$ cat config.mk
export PLATFORM = sky130hd
export DESIGN_NAME = prog_loader
export DESIGN_NICKNAME = d
export VERILOG_FILES = /design/src/rtl/prog_loader.sv
export SDC_FILE = /design/constraint.sdc
export NUM_CORES = 1
export LEC_CHECK = 0
export CORE_MARGIN = 5
export CORE_UTILIZATION = 35
export DETAILED_ROUTE_END_ITERATION = 16
export PLACE_DENSITY_LB_ADDON = 0.05
export REMOVE_ABC_BUFFERS = 1
export SLEW_MARGIN = 30
export SYNTH_ARGS = -nofsm -noshare
export SYNTH_HDL_FRONTEND = slang
export SYNTH_SLANG_ARGS = --single-unit
$ cat constraint.sdc
create_clock -name clk -period 7.7 [get_ports clk]
set_input_delay 1.54 -clock clk [delete_from_list [all_inputs] [get_ports clk]]
set_output_delay 1.54 -clock clk [all_outputs]
set_load 0.005 [all_outputs]
$ cat src/rtl/prog_loader.sv
// prog_loader: receives a 16-byte program image over an 8N1 UART line and
// replays it to the program RAM's programming port as one uninterrupted burst.
// byte_valid is a single-cycle strobe, and rx_shift holds the received byte
// during that cycle. There is no ready: the consumer takes the byte or it is lost.
module prog_loader #(
    parameter int CLKS_PER_BIT = 16,
    parameter int DEPTH        = 16
) (
    input  logic       clk,
    input  logic       rst,
    input  logic       uart_rx,
    input  logic       load_en,
    output logic       prog_mode,
    output logic [7:0] w_data,
    output logic       busy,
    output logic       done,
    output logic       frame_err,
    output logic [1:0] dbg_state,
    output logic [3:0] dbg_cnt
);

    typedef enum logic [1:0] {RX_IDLE, RX_START, RX_DATA, RX_STOP} rx_state_t;
    typedef enum logic [1:0] {ST_IDLE, ST_RECV, ST_STREAM, ST_DONE} state_t;

    localparam logic [7:0] HALF_M1 = 8'(CLKS_PER_BIT / 2 - 1);
    localparam logic [7:0] FULL_M1 = 8'(CLKS_PER_BIT - 1);

    logic       rx_meta, rx_sync;
    rx_state_t  rx_state, rx_state_n;
    logic [7:0] rx_cnt, rx_cnt_n;
    logic [2:0] rx_bit, rx_bit_n;
    logic [7:0] rx_shift, rx_shift_n;
    logic       byte_valid, stop_err;

    state_t     state, state_n;
    logic [3:0] cnt, cnt_n;
    logic [4:0] idx, idx_n;
    logic       armed;
    logic       prog_mode_n, done_n, ferr_clr, buf_we;
    logic [7:0] w_data_n;
    logic [7:0] buf_mem [DEPTH];

    // Two-flop synchronizer; resets to the idle (high) line level.
    always_ff @(posedge clk or negedge rst) begin
        if (!rst) begin
            rx_meta <= 1'b1;
            rx_sync <= 1'b1;
        end else begin
            rx_meta <= uart_rx;
            rx_sync <= rx_meta;
        end
    end

    // Receiver state and datapath registers.
    always_ff @(posedge clk or negedge rst) begin
        if (!rst) begin
            rx_state <= RX_IDLE;
            rx_cnt   <= '0;
            rx_bit   <= '0;
            rx_shift <= '0;
        end else begin
            rx_state <= rx_state_n;
            rx_cnt   <= rx_cnt_n;
            rx_bit   <= rx_bit_n;
            rx_shift <= rx_shift_n;
        end
    end

    // Receiver next state: half-bit start check, then samples at bit centres.
    always_comb begin
        rx_state_n = rx_state;
        rx_cnt_n   = rx_cnt + 8'd1;
        rx_bit_n   = rx_bit;
        rx_shift_n = rx_shift;
        byte_valid = 1'b0;
        stop_err   = 1'b0;
        case (rx_state)
            RX_IDLE: begin
                rx_cnt_n = '0;
                if (!rx_sync) rx_state_n = RX_START;
            end
            RX_START: begin
                if (rx_cnt == HALF_M1) begin
                    rx_cnt_n   = '0;
                    rx_bit_n   = '0;
                    // A line that is high again at mid start bit is only a glitch.
                    rx_state_n = rx_sync ? RX_IDLE : RX_DATA;
                end
            end
            RX_DATA: begin
                if (rx_cnt == FULL_M1) begin
                    rx_cnt_n   = '0;
                    rx_shift_n = {rx_sync, rx_shift[7:1]};
                    if (rx_bit == 3'd7) rx_state_n = RX_STOP;
                    else                rx_bit_n   = rx_bit + 3'd1;
                end
            end
            RX_STOP: begin
                if (rx_cnt == FULL_M1) begin
                    rx_cnt_n   = '0;
                    rx_state_n = RX_IDLE;
                    if (rx_sync) byte_valid = 1'b1;
                    else         stop_err   = 1'b1;
                end
            end
            default: rx_state_n = RX_IDLE;
        endcase
    end

    // Load FSM state, counters and registered RAM-port outputs.
    always_ff @(posedge clk or negedge rst) begin
        if (!rst) begin
            state     <= ST_IDLE;
            cnt       <= '0;
            idx       <= '0;
            prog_mode <= 1'b0;
            w_data    <= '0;
            done      <= 1'b0;
        end else begin
            state     <= state_n;
            cnt       <= cnt_n;
            idx       <= idx_n;
            prog_mode <= prog_mode_n;
            w_data    <= w_data_n;
            done      <= done_n;
        end
    end

    // Armed latch needs load_en low before each load; sticky framing flag.
    always_ff @(posedge clk or negedge rst) begin
        if (!rst) begin
            armed     <= 1'b0;
            frame_err <= 1'b0;
        end else begin
            if (state == ST_DONE) armed <= 1'b0;
            else if (!load_en)    armed <= 1'b1;
            if (stop_err)      frame_err <= 1'b1;
            else if (ferr_clr) frame_err <= 1'b0;
        end
    end

    // Image buffer; contents are don't-care until a full image is received.
    always_ff @(posedge clk) begin
        if (buf_we) buf_mem[cnt] <= rx_shift;
    end

    // Load FSM next state. Outputs are computed one cycle ahead and registered,
    // so idx names the burst slot currently on w_data.
    always_comb begin
        state_n     = state;
        cnt_n       = cnt;
        idx_n       = idx;
        prog_mode_n = 1'b0;
        w_data_n    = '0;
        done_n      = 1'b0;
        ferr_clr    = 1'b0;
        buf_we      = 1'b0;
        case (state)
            ST_IDLE: begin
                if (load_en && armed) begin
                    state_n  = ST_RECV;
                    cnt_n    = '0;
                    ferr_clr = 1'b1;
                end
            end
            ST_RECV: begin
                // Abort takes priority over a byte arriving in the same cycle.
                if (!load_en) begin
                    state_n = ST_IDLE;
                end else if (byte_valid) begin
                    buf_we = 1'b1;
                    cnt_n  = cnt + 4'd1;
                    if (cnt == 4'(DEPTH - 1)) begin
                        state_n     = ST_STREAM;
                        idx_n       = '0;
                        prog_mode_n = 1'b1;
                    end
                end
            end
            ST_STREAM: begin
                // Slot 0 carries 0x00 while the RAM clears its write pointer.
                if (idx == 5'(DEPTH)) begin
                    state_n = ST_DONE;
                    done_n  = 1'b1;
                end else begin
                    idx_n       = idx + 5'd1;
                    prog_mode_n = 1'b1;
                    w_data_n    = buf_mem[idx[3:0]];
                end
            end
            ST_DONE: state_n = ST_IDLE;
            default: state_n = ST_IDLE;
        endcase
    end

    assign busy      = (state == ST_RECV) || (state == ST_STREAM);
    assign dbg_state = state;
    assign dbg_cnt   = cnt;

endmodule

After elaboration in Yosys (flattened, before gate mapping) --
Memories as Yosys holds them, arrays and structs flattened. Index checks and enable logic that the tools add are counted.
Storage, ports and cells: latch bits 0, register bits after elaboration 46, word-level logic and storage cells 115, bits in writable memories 128, input bits 4, memories 1, output and inout port bits 18, bits in read-only memories 0
Memories:
- buf_mem | words 16, bits a word 8, read ports 1, clocked after memory_dff 0, wr ports 1, line 41 | logic [7:0] buf_mem [DEPTH];
Cells by class: multipliers 0, $lt $le $gt $ge 0, divide/modulo/power cells 0, muxes and demuxes 55, equal/unequal tests 26, shift operators 0, $add $sub $neg 4, bitwise logic cells 0, reduce and logical (&&, ||, !) cells 15
Operators by type and width (number):
- 2-to-1 mux 8 bit | 4
- != test 2 bit (second input constant) | 12
- case mux 8 bit (3 select lines) | 1
- 2-to-1 mux 1 bit | 23
- 2-to-1 mux 2 bit | 11
- 2-to-1 mux 5 bit | 4
- case mux 2 bit (4 select lines) | 2
- 2-to-1 mux 4 bit | 3
- AND reduction 4 bit | 3
- case mux 5 bit (2 select lines) | 1
- AND reduction 5 bit | 2
- 2-to-1 mux 3 bit | 3
- adder 8 x 1 -> 8 bit (second input constant) | 1
- == test 2 bit (second input constant) | 4
- == test 8 x 3 -> 1 bit (second input constant) | 1
- == test 8 x 4 -> 1 bit (second input constant) | 1
- case mux 4 bit (2 select lines) | 1
- nonzero test 2 bit | 4
- != test 3 bit (second input constant) | 2
- case mux 3 bit (2 select lines) | 1
- adder 5 x 1 -> 5 bit (second input constant) | 1
- == test 5 bit (second input constant) | 1
- adder 4 x 1 -> 4 bit (second input constant) | 1
- == test 2 x 1 -> 1 bit (second input constant) | 2
- other kinds (10) | 11

Depth between registers and ports, before layout --
Gate-level depths: netlist of the first run.
depth in word-level cells 8, mapped depth 10, gate-level depth less buffers 6

Worst setup path before layout of the first run --
OpenSTA, ideal clock, no wires.
path kind input to register, start input load_en, end memory buf_mem[0][0] (enable), buffers on the path 1, library setup time 0.395 ns, stages on the path 5, slack 4.214 ns, data arrival time 3.091 ns, required time 7.305 ns, cells stage by stage clkdlybuf4s15_1 > nand3_1 > nor2_1 > nand2_1 > nor4_1
On the way: cells in the longest elaborated chain, start to end 4
RTL lines:
- start: declaration | line 12 | input logic load_en,
- 2-to-1 mux 1 bit | line 168 | if (!load_en) begin
- 2-to-1 mux 1 bit | line 158 | case (state)
- 2-to-1 mux 1 bit | line 144 | if (buf_we) buf_mem[cnt] <= rx_shift;
- 2-to-1 mux 1 bit (not written as such) | line 144
- end: declaration | line 41
Every way passes these cells.

Worst setup path after layout of the first run --
start input load_en, end memory buf_mem[6][3] (enable)
Same word-level chain as after synthesis.

==> results of run 1 <==
[layer usage]
| metal | wire, um | track usage | vias up |
|---|---|---|---|
| li1 | - | - | 1750 |
| met1 | 7610 | 0.204 | 1989 |
| met2 | 7740 | 0.222 | 114 |
| met3 | 781 | 0.0309 | 16 |
| met4 | 246 | 0.0517 | 0 |
| met5 | 0 | 0 | - |
[power by group through the flow]
stage / logic [uW] / clock network, uW / registers (uW)
after floorplan: 134 / 0 / 1080
after global placement: 197 / 0 / 1090
after detailed placement: 198 / 0 / 1100
after CTS: 199 / 848 / 1080
after global routing: 219 / 892 / 1090
final: 197 / 827 / 1080
[layout by cell type, fill, tap and decap left out, drive strengths merged, types with 5 or more instances in the layout]
cell	n
nand4	14
dfrtp	44
and3	5
buf	8
ha	13
a22oi	8
clkbuf	18
nand3	22
nand2	22
clkdlybuf4s50	20
edfxtp	128
nor2	20
mux2	9
mux4	33
nor4	13
inv	23
[worst max-delay path: stages]
cell and delay, ns:
clkdlybuf4s50_1 0.62, nand3_1 0.22, nor2_1 0.15, nand2_1 0.32, nor4_2 0.78
[state kept, by name, indices dropped and copies added (netlist names), 3 cells and up, named ones only]
signal and flops:
w_data 8, dbg_cnt 4, buf_mem 128, rx_cnt 8, idx 5, rx_shift 8
rx_bit 3
[cell families (layout without fill, tap and decap cells)]
family                   after synthesis  in the layout
AND/OR/NAND/NOR                      115            115
buffers and inverters                 38             77
flip-flops                           174            174
AO/OA/AOI/OAI                         39             39
multiplexers                          45             45
XOR/XNOR                               6              6
adder cells (fa/ha/maj)               13             13
[worst paths after layout]
kind / slack (ns) / from / endpoint
worst min-delay path: 0.36 / rx_meta / rx_sync
worst max register to register: 4.82 / rx_cnt[5] / buf_mem[6][3]
min in group asynchronous: 1.22 / rst / idx[2]
worst max-delay path: 4.12 / load_en / buf_mem[6][3]
max in group asynchronous: 6.02 / rst / idx[0]
worst min register to register: 0.36 / rx_meta / rx_sync
[through the flow]
stage | setup WS, ns | area (um2) | utilization
floorplan | 4.53 | 7090 | -
global placement | 3.68 | 7710 | 0.381
detailed placement | 3.56 | 7720 | 0.381
CTS | 4.02 | 8280 | 0.409
global route | 3.98 | 8300 | 0.410
finish | 4.12 | 8300 | 0.410
[cell type report]
| cell class | instances | area (um2) | share of cell area |
|---|---|---|---|
| sequential | 174 | 5000 | 0.603 |
| multi-input combinational | 218 | 2080 | 0.250 |
| clock buffer | 18 | 429 | 0.0517 |
| tap | 270 | 338 | 0.0407 |
| timing repair buffer | 28 | 258 | 0.0311 |
| clock inverter | 14 | 133 | 0.0160 |
| inverter | 17 | 63.8 | 0.00769 |
==> results.toml, run 1 <==
[synthesis]
synth_edf_count = 128
yosysTopAreaCell = "edfxtp_1"
synth.avg_cell_area_um2 = 16.8
synthCells = 430
async_reset_ff_frac = 0.264
synth_compound_area_frac = 0.0444
yosysMostFrequentCell = "edfxtp_1"
yosys.area.top_type_share = 0.533
synth_cell_types = 55
synth-seq-area-share = 0.693
synth_commonest_cells = "128 x edfxtp_1, 44 x dfrtp_1, 33 x mux4_2, 22 x nand2_1, 22 x nand3_1"
synth_simple_gate_area_share = 0.0852
synth_area_um2 = 7210
yosys-top-cells-area = "edfxtp_1 53%, dfrtp_1 15%, mux4_2 10%, ha_1 2.3%, nand3_1 1.5%"
synth_ff_type = "edfxtp_1"
synth_fa_ha_area_frac = 0.0226
synth_xor_area_frac = 0.00729
ys_seq_elements = 174
yosys_warnings = 0
synthMuxAreaShare = 0.121
synth_top_family_by_area = "multiplexers"

[worst_setup_path]
end_kind = "register"
cp.required_ns = 7.75
crit_fanout = 8
critPathArrivalTime_ns = 3.63
worst_setup_path_start_kind = "primary input"
r2r_cells = 4
crit_type = "primary input to register"

[power]
power_uw = 2100
p_clk_frac = 0.393
total_leakage_power_uw = 0.00299
pwr-share-seq = 0.513
ir_drop_mv = 0.143
p_switching_uw = 543
power_density_nw_per_um2 = 253
p_comb_frac = 0.094
p_sw_frac = 0.258
intPower_uw = 1560

[timing]
tightest_slew_ns = 0.905
final.min_clock_period_ns = 3.58
fmax_ghz = 0.279
hold_ws_ns = 0.357
rsz0062_at_grt = "no"
final.period_utilization = 0.465
slew_violations = 0
fin_setup_tns_ns = 0
fin_skew_ns = 0.0109
setup_viol = 0
max-slew-margin-rel = 0.395
finalHoldViolCount = 0

[flow_run]
max_cap_viol_count = 0

[grt]
grt_pass1_wl_um = 25400
grt_pass1_vias = 4035
grt_overflow_total = 0
grtUsageTotal = 0.144
grt_start_max_net_pins = 47
antenna_found_initial = 0

[routing]
drtIter0Drc = 325
drt-pass1-iter-count = 4
via_per_inst = 5.24
wire_per_inst_um = 22.2
drtAntennaViolNets = 0
totalWireLength_um = 16400
num_vias = 3869
drc = 0

[layout]
layout-drive-gt1-share = 0.203
insertedDiodeCount = 0
fill_cells = 1820
layout.nets = 473
final_cells = 739
syn_to_final_growth_pct = 15.1

[clock_tree]
cts_tree = "yes"
numCtsBuffers = 17
numClockSinks = 174
clockRootBuffer = "clkbuf_16"
post_cts_buffers = 0
max-clock-path-buffers = 2
holdBufCountCts = 0
clkTransAtPathRegs_ns = 0.07
cts_resized = 0
insertion_delay_ns = 0.42
htreeDepth = 4

[floorplan]
start_util = 0.356
coreArea_um2 = 20200
die_width_um = 154
die_area_um2 = 23600
io_pins = 22
rows = 52
die_height_um = 154

[place]
place_congestion = 0.768
hpwlAfterDp_um = 10500
portBuffers = 21
dp.cells = 707

[status]
status = "finished, final reports clean"

[min_path]
hp-class = "register to register"
hold_depth = 0
No activity file was read; power rests on OpenSTA's default activity.
==> inputs of run 2 (changes only) <==
clock period = 3.05 ns   (was 7.7 ns; I/O delays follow)
==> run 2 against run 1 <==
Critical path depth down 2. Combinational power rose by 150%. Die area stayed put. Register-to-register slack got worse by 4.3 ns. Cell count up 1.5%.
==> results.toml, run 2 (synthesis results as in run 1) <==
[status]
status = "finished, final reports clean"

[worst_setup_path]
cp.required_ns = 2.44
critPathArrivalTime_ns = 2.01
end_kind = "primary output"
crit_type = "register to primary output"
slowest_stage = "clkdlybuf4s50_1"
max_stage_delay_ns = 0.57
worst_setup_path_start_kind = "register"
cp.buffers_inverters = 2
crit_fanout = 7
critical-path-top-delay-family = "buffers and inverters"
cp_cell_sequence = "inv_1 > ha_1 > clkdlybuf4s50_1"

[power]
ir_drop_mv = 0.360
total_leakage_power_uw = 0.00302
power_density_nw_per_um2 = 634

[routing]
drtAntennaViolNets = 0
totalWireLength_um = 16000
via_per_inst = 5.11
drtIter0Drc = 219
wire_per_inst_um = 21.3
drt-pass1-iter-count = 4
drc = 0
num_vias = 3829

[place]
portBuffers = 21
place_congestion = 0.754
hpwlAfterDp_um = 10600

[floorplan]
io_pins = 22
start_util = 0.356
coreArea_um2 = 20200
die_area_um2 = 23600
rows = 52
die_height_um = 154
die_width_um = 154

[layout]
largest_reg_flops = 128
largest-register = "buf_mem"
layout.nets = 484
most-common-layout-cells = "128 x edfxtp_1, 43 x dfrtp_1, 33 x mux4_2, 22 x nand3_1, 22 x nand2_1"
syn_to_final_growth_pct = 16.3
utilization = 0.414
mostFrequentLayoutCell = "edfxtp_1"
layout-drive-gt1-share = 0.221
multiInputGateArea_um2 = 2050
fill_cells = 1824
register_area_um2 = 5000
insertedDiodeCount = 0

[flow_run]
max_cap_viol_count = 0

[clock_tree]
cts_resized = 0
max-clock-path-buffers = 2
cts_tree = "yes"
clockRootBuffer = "clkbuf_16"
htreeDepth = 4
post_cts_buffers = 0
numCtsBuffers = 17
insertion_delay_ns = 0.42
numClockSinks = 174
clkTransAtPathRegs_ns = 0.07
holdBufCountCts = 0

[timing]
max-slew-margin-rel = 0.443
rsz0062_at_grt = "no"
fmax_ghz = 0.381
final.min_clock_period_ns = 2.62
slew_violations = 0
fin_skew_ns = 0.0123
setup_viol = 0
finalHoldViolCount = 0
fin_setup_tns_ns = 0
tightest_slew_ns = 0.832
final.period_utilization = 0.860

[grt]
antenna_found_initial = 0
met1_usage = 0.191
grt_pass1_wl_um = 25200
grt_start_max_net_pins = 36
grtUsageTotal = 0.141
grt_pass1_vias = 4222
gr-usage-met3 = 0.0287
grt.busiest_layer = "met2"
grt_overflow_total = 0
grtUsageMet2 = 0.233

[min_path]
hp-class = "primary input to async pin"
==> run 2: cell count changes in the layout (fill, tap and decap cells not counted), moves of 2 or more <==
cell	change
clkinvlp_4	-4
buf_4	+11
nor4_4	-3
nor4_2	+3
inv_6	+2
==> run 2: path summary, 6_finish.rpt <==
check,from,endpoint,slack [ns],cells after the start
worst max register to register,rx_cnt[5],buf_mem[9][5],0.57,4
worst min register to register,rx_meta,rx_sync,0.36,0
worst min-delay path,rst,idx[1],0.15,1
min in group clk,rx_meta,rx_sync,0.36,0
max in group asynchronous,rst,rx_shift[1],2.29,2
worst max-delay path,dbg_state[0],busy,0.43,3
==> run 2: per-stage QoR <==
step           total power [uW]  instances  hold slack [ns]  setup slack (ns)  cell area, um2
2_1_floorplan              3060        409            0.314             0.281            7090
3_3_place_gp               3250        718            0.346             0.480            7800
3_5_place_dp               3250        718            0.350             0.437            7800
4_1_cts                    5380        750            0.306             0.406            8380
5_1_grt                    5540        750            0.167             0.367            8380
6_report                   5310        750            0.146             0.428            8380
==> run 2: layer usage <==
layer / wire (um) / share of wire
met2: 7970 / 0.50
met5: 0 / 0
met3: 519 / 0.032
met4: 158 / 0.0099
met1: 7340 / 0.46
==> run 2: layout make-up <==
type,instances,share of cell area
multi-input combinational,218,0.245
inverter,17,0.00761
sequential,174,0.596
clock buffer,18,0.0512
clock inverter,14,0.0175
tap,270,0.0403
timing repair buffer,39,0.0424
==> run 2: power by group <==
part / leakage [uW] / internal [uW] / switching (uW)
registers: 0.00180 / 2580 / 127
clock network: 0.000286 / 1160 / 956
logic: 0.000940 / 218 / 272
total: 0.00302 / 3950 / 1350
==> inputs of run 3 (changes only) <==
SLEW_MARGIN = not set   (was 30)
clock period = 2.3 ns   (was 3.05 ns; I/O delays follow)
==> run 3 against run 2 <==
Setup slack worse by 0.34 ns. Clock-buffer cell count up 1. Core utilization up 1.5 points. Largest cell class unchanged. Via count up 2.1%. Critical path depth up 2. Total power up 39%. Routed wire length about the same. Design area up 3.7%. Cell count up 3.9%. Register-to-register slack worse by 0.48 ns. Die area unchanged.
==> results.toml, run 3 (synthesis results as in run 1) <==
[routing]
via_per_inst = 5.02
wire_per_inst_um = 20.5
totalWireLength_um = 16000
drc = 0
drt-pass1-iter-count = 4
drtIter0Drc = 226
drtAntennaViolNets = 0
num_vias = 3910

[worst_setup_path]
path_depth = 5
reg2reg_from = "rx_cnt[5]"
worst_setup_path_start_kind = "register"
reg2reg_to = "idx[4]"
slowest_stage = "or4_4"
crit_type = "register to register"
ff2ff_setup_slack_ns = 0.09
end_kind = "register"
cp_cell_sequence = "or4_4 > buf_4 > o41ai_4 > a21boi_2 > a311o_1"
cp.buffers_inverters = 1
cp-startpoint = "rx_cnt[5]"
critPathArrivalTime_ns = 2.52
max_stage_delay_ns = 0.60
r2r_cells = 5
critPathCapture = "idx[4]"
crit_fanout = 6
critical-path-top-delay-family = "compound AO/OA/AOI/OAI gates"
cp.required_ns = 2.61

[timing]
setup_viol = 0
slew_violations = 0
fin_setup_tns_ns = 0
fin_skew_ns = 0.00848
tightest_slew_ns = 0.752
finalHoldViolCount = 0
rsz0062_at_grt = "no"
fmax_ghz = 0.452
final.period_utilization = 0.962
max-slew-margin-rel = 0.499
final.min_clock_period_ns = 2.21

[power]
pwr-share-seq = 0.477
intPower_uw = 5630
p_clk_frac = 0.409
power_density_nw_per_um2 = 849
p_switching_uw = 1750
p_comb_frac = 0.114
p_sw_frac = 0.237
ir_drop_mv = 0.473
power_uw = 7380
total_leakage_power_uw = 0.00318

[layout]
mostFrequentLayoutCell = "edfxtp_1"
largest-register = "buf_mem"
final_cells = 779
insertedDiodeCount = 0
fill_cells = 1807
largest_reg_flops = 128
utilization = 0.429
most-common-layout-cells = "128 x edfxtp_1, 43 x buf_4, 41 x dfrtp_1, 33 x mux4_2, 22 x nand3_1"
layout.nets = 513
syn_to_final_growth_pct = 20.5
final_cell_area_um2 = 8690
layout-drive-gt1-share = 0.271

[clock_tree]
clockRootBuffer = "clkbuf_16"
clkTransAtPathRegs_ns = 0.07
htreeDepth = 4
numCtsBuffers = 17
insertion_delay_ns = 0.42
cts_tree = "yes"
holdBufCountCts = 0
max-clock-path-buffers = 2
numClockSinks = 174

[grt]
grt_overflow_total = 0
grt_start_max_net_pins = 30
grt_pass1_vias = 4146
grtUsageTotal = 0.143
antenna_found_initial = 0
grt_pass1_wl_um = 25200

[floorplan]
io_pins = 22
die_height_um = 154
coreArea_um2 = 20200
die_width_um = 154
die_area_um2 = 23600
rows = 52
start_util = 0.356

[place]
hpwlAfterDp_um = 10800
placed_cell_area_um2 = 8050
place_congestion = 0.789
portBuffers = 21
dp.cells = 746

[status]
status = "finished, final reports clean"

[min_path]
hp-class = "primary input to async pin"

[flow_run]
max_cap_viol_count = 0
## run 3: cell count changes in the layout (fill, tap and decap cells not counted), sizes merged
| cell | change |
|---|---|
| buf | +29 |
| inv | -8 |
| bufinv | +3 |
| clkinv | +2 |
| clkinvlp | +2 |
| clkbuf | +1 |
## run 3: power by group through the flow
| stage | Clock (uW) | Sequential, uW | Combinational [uW] |
|---|---|---|---|
| after floorplan | 0 | 3600 | 450 |
| after global placement | 0 | 3590 | 817 |
| after detailed placement | 0 | 3590 | 826 |
| after CTS | 3100 | 3520 | 829 |
| after global routing | 3240 | 3530 | 941 |
| final | 3020 | 3520 | 839 |
## run 3: metrics by stage
| stage | setup slack, ns | hold slack (ns) |
|---|---|---|
| 2_1_floorplan | -0.469 | 0.164 |
| 3_3_place_gp | 0.0209 | 0.347 |
| 3_5_place_dp | -0.0278 | 0.349 |
| 4_1_cts | 0.0107 | 0.0783 |
| 5_1_grt | 0.00151 | 0.106 |
| 6_report | 0.0882 | 0.0638 |
## run 3: repair_timing
action                                  in CTS  in global routing
endpoints found under the setup margin       8                 65
buffers inserted                             0                  1
gates cloned                                 0                  0
gates resized for setup                      1                  4
pin swaps                                    0                  1
## run 3: layout make-up
cell class,count,area [um2],share of cell area
Multi-Input combinational cell,218,2050,0.236
Inverter,17,63.8,0.00734
Clock buffer,19,433,0.0498
Tap cell,270,338,0.0389
Clock inverter,13,190,0.0219
Timing Repair Buffer,68,608,0.0700
Sequential cell,174,5000,0.576
## run 3: metal layers
| layer | vias to the layer above | part of all wire | track usage |
|---|---|---|---|
| met5 | - | 0 | 0 |
| met4 | 0 | 0.010 | 0.0366 |
| met3 | 14 | 0.046 | 0.0320 |
| met2 | 72 | 0.47 | 0.218 |
| met1 | 2000 | 0.48 | 0.209 |
| li1 | 1824 | - | - |
## run 3: worst min path at each step
stage | endpoint | from | slack [ns] | cells past startpoint
after floorplan | async pin | rst | 0.16 | 0
final | idx[4] | rst | 0.06 | 1
after CTS | idx[4] | rst | 0.08 | 1
after global routing | idx[4] | rst | 0.11 | 1
after detailed placement | rx_sync | rx_meta | 0.35 | 0
after global placement | rx_sync | rx_meta | 0.35 | 0
